[src/rtl/rx_iq_frame_streamer.sv]
// Captures multi-channel I/Q frames into a word FIFO, then streams each {I,Q} word out
// DW bits at a time, MSB first, advancing on a consumer strobe.
`timescale 1ns/1ps
module rx_iq_frame_streamer #(
    parameter int unsigned NR    = 6,
    parameter int unsigned SW    = 24,
    parameter int unsigned DW    = 4,
    parameter int unsigned DEPTH = 16
) (
    input  logic               clk,
    input  logic               rst,
    input  logic               in_valid,
    input  logic [NR*SW-1:0]   in_i,
    input  logic [NR*SW-1:0]   in_q,
    input  logic [3:0]         nr_active,
    input  logic               rd_strobe,
    output logic [DW-1:0]      out_data,
    output logic               out_samples,
    output logic [7:0]         overflow_cnt
);

    localparam int unsigned WW  = 2 * SW;
    localparam int unsigned NPW = WW / DW;
    localparam int unsigned AW  = (DEPTH > 1) ? $clog2(DEPTH) : 1;
    localparam int unsigned CW  = $clog2(DEPTH + 1);
    localparam int unsigned SCW = $clog2(NPW + 1);

    typedef enum logic {StIdle, StWrite} state_t;

    state_t              r_state;
    logic [NR*SW-1:0]    r_lat_i;
    logic [NR*SW-1:0]    r_lat_q;
    logic [3:0]          r_n;
    logic [3:0]          r_k;
    logic [7:0]          r_ovf;

    logic [WW-1:0]       r_mem [DEPTH];
    logic [AW-1:0]       r_wr_ptr;
    logic [AW-1:0]       r_rd_ptr;
    logic [CW-1:0]       r_count;

    logic [WW-1:0]       r_sh;
    logic [SCW-1:0]      r_sh_cnt;

    logic [3:0]          w_n;
    logic [CW-1:0]       w_free;
    logic                w_wr_en;
    logic [WW-1:0]       w_wr_word;
    logic                w_sh_empty;
    logic                w_sh_last;
    logic                w_rd_en;
    logic                w_drop;
    logic                w_accept;
    logic [CW:0]         w_pending;
    logic [3:0]          w_inflight;

    always_comb begin
        if (nr_active == 4'd0) begin
            w_n = 4'd1;
        end else if (32'(nr_active) > NR) begin
            w_n = 4'(NR);
        end else begin
            w_n = nr_active;
        end
    end

    always_comb begin
        w_wr_word = '0;
        for (int c = 0; c < NR; c++) begin
            if (32'(r_k) == c) begin
                w_wr_word = {r_lat_i[c*SW +: SW], r_lat_q[c*SW +: SW]};
            end
        end
    end

    assign w_free     = CW'(DEPTH) - r_count;
    assign w_wr_en    = (r_state == StWrite);
    assign w_sh_empty = (r_sh_cnt == '0);
    assign w_sh_last  = rd_strobe && (r_sh_cnt == SCW'(1));
    // Final strobe of a word pulls the next one in the same edge, so the stream has no bubble.
    assign w_rd_en    = (r_count != '0) && (w_sh_empty || w_sh_last);
    assign w_drop     = in_valid && ((r_state == StWrite) || (32'(w_free) < 32'(w_n)));
    assign w_accept   = in_valid && !w_drop;

    always_ff @(posedge clk or posedge rst) begin
        if (rst) begin
            r_state <= StIdle;
            r_lat_i <= '0;
            r_lat_q <= '0;
            r_n     <= 4'd1;
            r_k     <= 4'd0;
            r_ovf   <= 8'd0;
        end else begin
            if (w_drop && (r_ovf != 8'hFF)) begin
                r_ovf <= r_ovf + 8'd1;
            end
            case (r_state)
                StIdle: begin
                    if (w_accept) begin
                        r_lat_i <= in_i;
                        r_lat_q <= in_q;
                        r_n     <= w_n;
                        r_k     <= 4'd0;
                        r_state <= StWrite;
                    end
                end
                StWrite: begin
                    if (r_k == r_n - 4'd1) begin
                        r_k     <= 4'd0;
                        r_state <= StIdle;
                    end else begin
                        r_k <= r_k + 4'd1;
                    end
                end
                default: r_state <= StIdle;
            endcase
        end
    end

    always_ff @(posedge clk) begin
        if (w_wr_en) begin
            r_mem[r_wr_ptr] <= w_wr_word;
        end
    end

    always_ff @(posedge clk or posedge rst) begin
        if (rst) begin
            r_wr_ptr <= '0;
            r_rd_ptr <= '0;
            r_count  <= '0;
        end else begin
            if (w_wr_en) begin
                r_wr_ptr <= r_wr_ptr + AW'(1);
            end
            if (w_rd_en) begin
                r_rd_ptr <= r_rd_ptr + AW'(1);
            end
            r_count <= r_count + CW'(w_wr_en) - CW'(w_rd_en);
        end
    end

    // Zeros shift in from the bottom, so an exhausted register reads back as 0.
    always_ff @(posedge clk or posedge rst) begin
        if (rst) begin
            r_sh     <= '0;
            r_sh_cnt <= '0;
        end else if (w_rd_en) begin
            r_sh     <= r_mem[r_rd_ptr];
            r_sh_cnt <= SCW'(NPW);
        end else if (rd_strobe && !w_sh_empty) begin
            r_sh     <= r_sh << DW;
            r_sh_cnt <= r_sh_cnt - SCW'(1);
        end
    end

    // Words of the frame still being written are the youngest pending words; anything beyond
    // them belongs to a completed frame.
    assign w_pending  = (CW + 1)'(r_count) + (CW + 1)'(!w_sh_empty);
    assign w_inflight = (r_state == StWrite) ? r_k : 4'd0;

    assign out_data     = r_sh[WW-1 -: DW];
    assign out_samples  = (32'(w_pending) > 32'(w_inflight));
    assign overflow_cnt = r_ovf;

endmodule

[config.mk]
export PLATFORM = sky130hd
export DESIGN_NAME = rx_iq_frame_streamer
export DESIGN_NICKNAME = d
export VERILOG_FILES = /design/src/rtl/rx_iq_frame_streamer.sv
export SDC_FILE = /design/constraint.sdc
export NUM_CORES = 2
export LEC_CHECK = 0
export ABC_AREA = 1
export BUFFER_PORTS_ARGS = -buffer_cell sky130_fd_sc_hd__buf_2
export CELL_PAD_IN_SITES_DETAIL_PLACEMENT = 1
export CELL_PAD_IN_SITES_GLOBAL_PLACEMENT = 1
export CORE_ASPECT_RATIO = 0.8
export CORE_UTILIZATION = 35
export CTS_BUF_LIST = sky130_fd_sc_hd__clkbuf_2
export CTS_CLUSTER_SIZE = 10
export DETAILED_ROUTE_END_ITERATION = 10
export GPL_ROUTABILITY_DRIVEN = 0
export PLACE_DENSITY = 0.61
export SYNTH_ARGS = -nofsm -noshare
export SYNTH_HDL_FRONTEND = slang
export SYNTH_SLANG_ARGS = --single-unit
[constraint.sdc]
create_clock -name clk -period 10.5 [get_ports clk]
set_clock_uncertainty 0.05 [all_clocks]
set_input_delay 0.525 -clock clk [delete_from_list [all_inputs] [get_ports clk]]
set_output_delay 0.525 -clock clk [all_outputs]
set_load 0.05 [all_outputs]
==> summary.md <==
| Metric | Value |
|---|---|
| Syn Std Cell Area | 0.0506 mm2 |
| Ranking of synthesized cells by area | edfxtp_1 (46%), dfrtp_1 (18%), nand2_1 (11%) |
| Final HPWL DP | 95.9 mm |
| Top cell family by delay on the critical path | buffers and inverters |
| Min Tclk post-route | 4950 ps |
| CTS tree | built |
| Max_slew headroom | between 10 and 15% |
| Sw frac | 44.9% |
| Clock latency on the worst-skew pair | approximately 1700 ps |
| Max stage delay on crit path | 700 ps |
| Worst Max-Slew Pin Slew | 1290 ps |
| DR vias | 43800 |
| Drt drc | 0 |
| Initial Utilization | 35.3% |
| Die area | 0.146 mm2 |
| Met1 Track Usage GR | between 30% and 40% |
| Slowest cell on the critical path | dlygate4sd3_1 |
| Sequential Area | 0.0323 mm2 |
| PwrDens | 292 mW/mm2 |
| Clock share of power | about 17% |
| Ports | 309 |
| GRT busiest layer | met2 |
| RSZ-0062 raised after global routing | no |
| Post-synth top area cell | edfxtp_1 |
| Core ar. | 0.143 mm2 |
| Final wirelength | 201 mm |
| Largest net degree at the start of global routing | 292 |
| Reg power frac | 41.0% |
| Final period utilization | a little under half |
| Routed len/inst | 23.4 um |
| First-pass GRT wire length | 298 mm |
| GR Util met2 | 43.6% |
| Final slew viol count | 0 |
| GRT Resource Usage Total | 27.4% |
| Setup Crit Path Kind | in2reg |
| Fmax | approximately 200 MHz |
| Num CTS Buffers | approximately 310 |
| Setup bufs post-CTS | 0 |
| Synth Instances | 5239 |
| Net switching power | 8.49 mW |
| Placed insts | 7188 |
| Die Height | 342 um |
| Crit path max fanout | 291 |
| Setup crit start kind | primary input |
| Gate power share | 41.7% |
| Number of I/O port buffers | 308 |
| Max IR drop VDD | 218 uV |
| CP endpoint kind | register |
| Antenna violation net count after detailed routing | 0 |
| Status | finished, final reports clean |
| H-tree Lvls | 5 |
| GRT met3 Usage | 5.37% |
| Final Instance Count excl. Fillers | 8593 |
| Yosys warns | 0 |
| Fillcell total | 16500 |
| Seq cells post-synth | roughly 1100 |
| LEAKAGE | 29.5 nW |
| Register area share after synthesis | 63.9% |
| Worst path required time | 11950 ps |
| Fin Setup TNS | 0 ps |
| Initial antenna violation count | 55 |
| Router iterations before antenna repair | 5 |
| Area growth from synthesis to layout | 28.0% |
| Worst path bufs/invs | 6 |
| Sink Count | 1138 |
| Cell variety after synth | 38 |
| Die width | 427 um |
| DR vias/cell | ~5.1 |
| Cell Int Power | 10.4 mW |
| DR iter-0 viols | 3774 |
| Worst path cell trace | dlygate4sd3_1 > buf_2 > dlygate4sd3_1 > nor2_2 > dlygate4sd3_1 > ha_1 > a21o_1 > a21oi_1 > nand2_1 > nand3_4 > buf_12 > buf_12 > o21ai_0 |
| Final nets | 6781 |
| Setup Viol. Count Final | 0 |
| Root Driver | clkbuf_2 |
| Number of global-route vias before repair | 46800 |
| Gr ovfl total | 0 |
| Fin. Hold Viols | 0 |
| Syn Area/Cell | 9.66 um2 |
| Worst-path clk slew | 140 ps |
| Post-synth top area share | 45.6% |
| Clock buffer depth | 4 |
| Critical path's most frequent cell | dlygate4sd3_1 |
| Hold WS | 150 ps |
| Max cap viols | 0 |
| Critical Path AT | 6400 ps |
| Mapped Nets | 5570 |
| Multi-input logic area | 0.0142 mm2 |
| Fraction of layout cells with a size suffix above 1 | 14.6% |
| # rows | 124 |
| Pwr Total | 18.9 mW |
| Hold Path Class | in2reg |
[power by group through the flow]
| stage | clock network [mW] | logic [mW] | registers (mW) |
|---|---|---|---|
| 2_1_floorplan | 0 | 4.61 | 7.58 |
| 3_3_place_gp | 0 | 7.07 | 7.72 |
| 3_5_place_dp | 0 | 7.23 | 7.75 |
| 4_1_cts | 3.29 | 7.62 | 7.66 |
| 5_1_grt | 3.55 | 8.65 | 7.86 |
| 6_report | 3.27 | 7.89 | 7.76 |
[cells in the mapped netlist (all sizes together)]
library cell and number:
dfrtp 369, edfxtp 768, o31ai 1, clkbuf 150
o22ai 1, buf 155, a21o 1, o211ai 19
nor2 191, o21ai 440, nand3b 50, ha 34
nand4 51, xor2 19, conb 1, nand2 1519
a21oi 34, fa 1, a22oi 1, nor3 2
or2 97, nand3 602, a31oi 3, dfstp 1
inv 723, xnor2 6
[worst paths after layout]
check	slack [ps]	depth (start not counted)	end	start
setup reg to reg	5580	11	r_lat_q[67]	r_count[1]
setup / recovery	5550	13	r_lat_q[67]	nr_active[2]
max in group asynchronous	7540	8	r_lat_i[133]	rst
hold reg to reg	430	2	r_sh[39]	r_sh[39]
hold / removal	150	5	r_lat_q[36]	in_q[36]
min in group asynchronous	680	6	r_sh[27]	rst
[through the flow]
step	cell area [um2]	utilization, %	setup slack [ps]
2_1_floorplan	50600	-	4960
3_3_place_gp	53600	37.4	6120
3_5_place_dp	53600	37.4	6030
4_1_cts	64700	45.2	5430
5_1_grt	64800	45.2	5290
6_report	64800	45.2	5550
[worst register-to-register path: stages, from the launching register on]
cell,delay [ps]
dfrtp_1,480
inv_1,130
ha_1,220
xnor2_1,180
ha_1,280
a21o_1,190
a21oi_1,150
nand2_1,130
nand3_4,680
buf_12,650
buf_12,810
o21ai_0,810
[area by class of cell]
class | count | area share (%)
Timing Repair Buffer | 1200 | 16.0
Inverter | 723 | 4.23
Multi-Input combinational cell | 3073 | 21.9
Antenna cell | 50 | 0.193
Clock buffer | 481 | 3.72
Sequential cell | 1138 | 49.9
Tap cell | 1890 | 3.65
Clock inverter | 38 | 0.390
[repair_timing]
item,in CTS,in global routing
setup endpoints to repair,0,0
hold buffers,836,0
gates resized for setup,0,0
endpoints found under the hold margin,581,0
[cells by family (layout without fill, tap and decap cells)]
| family | count (synthesis) | after routing | synth area share [%] |
|---|---|---|---|
| AO/OA/AOI/OAI | 500 | 500 | 5.06 |
| XOR/XNOR | 25 | 25 | 0.433 |
| other | 1 | 51 | 0.00741 |
| flip-flops | 1138 | 1138 | 63.9 |
| adder cells (fa/ha/maj) | 35 | 35 | 0.880 |
| AND/OR/NAND/NOR | 2512 | 2512 | 21.3 |
| buffers and inverters | 1028 | 2442 | 8.45 |
[metal layers]
layer  wire [um]  share of wire [%]
met3       12100                6.0
met1       86300                 43
met5          69              0.034
met2       93700                 47
met4        8960                4.5
[flip-flops by register name (all words and copies together) (netlist names)]
signal,flops
r_lat_q,144
r_k,4
r_sh,48
r_n,4
r_lat_i,144
r_state,1
r_wr_ptr,4
r_rd_ptr,4
r_mem,768
r_count,5
r_sh_cnt,4
overflow_cnt,8
[cell usage in the layout, fill, tap and decap left out, drive strengths merged, types with 4 or more instances in the layout]
master / netlist / final
buf: 155 / 364
nand2: 1519 / 1519
nor2: 191 / 191
xor2: 19 / 19
nand4: 51 / 51
bufinv: 0 / 4
o21ai: 440 / 440
xnor2: 6 / 6
dfrtp: 369 / 369
clkinv: 0 / 30
inv: 723 / 726
ha: 34 / 34
edfxtp: 768 / 768
nand3b: 50 / 50
o211ai: 19 / 19
or2: 97 / 97
a21oi: 34 / 34
nand3: 602 / 602
diode: 0 / 50
dlygate4sd3: 0 / 836
clkbuf: 150 / 481
Power figures use the tool's default switching activity.
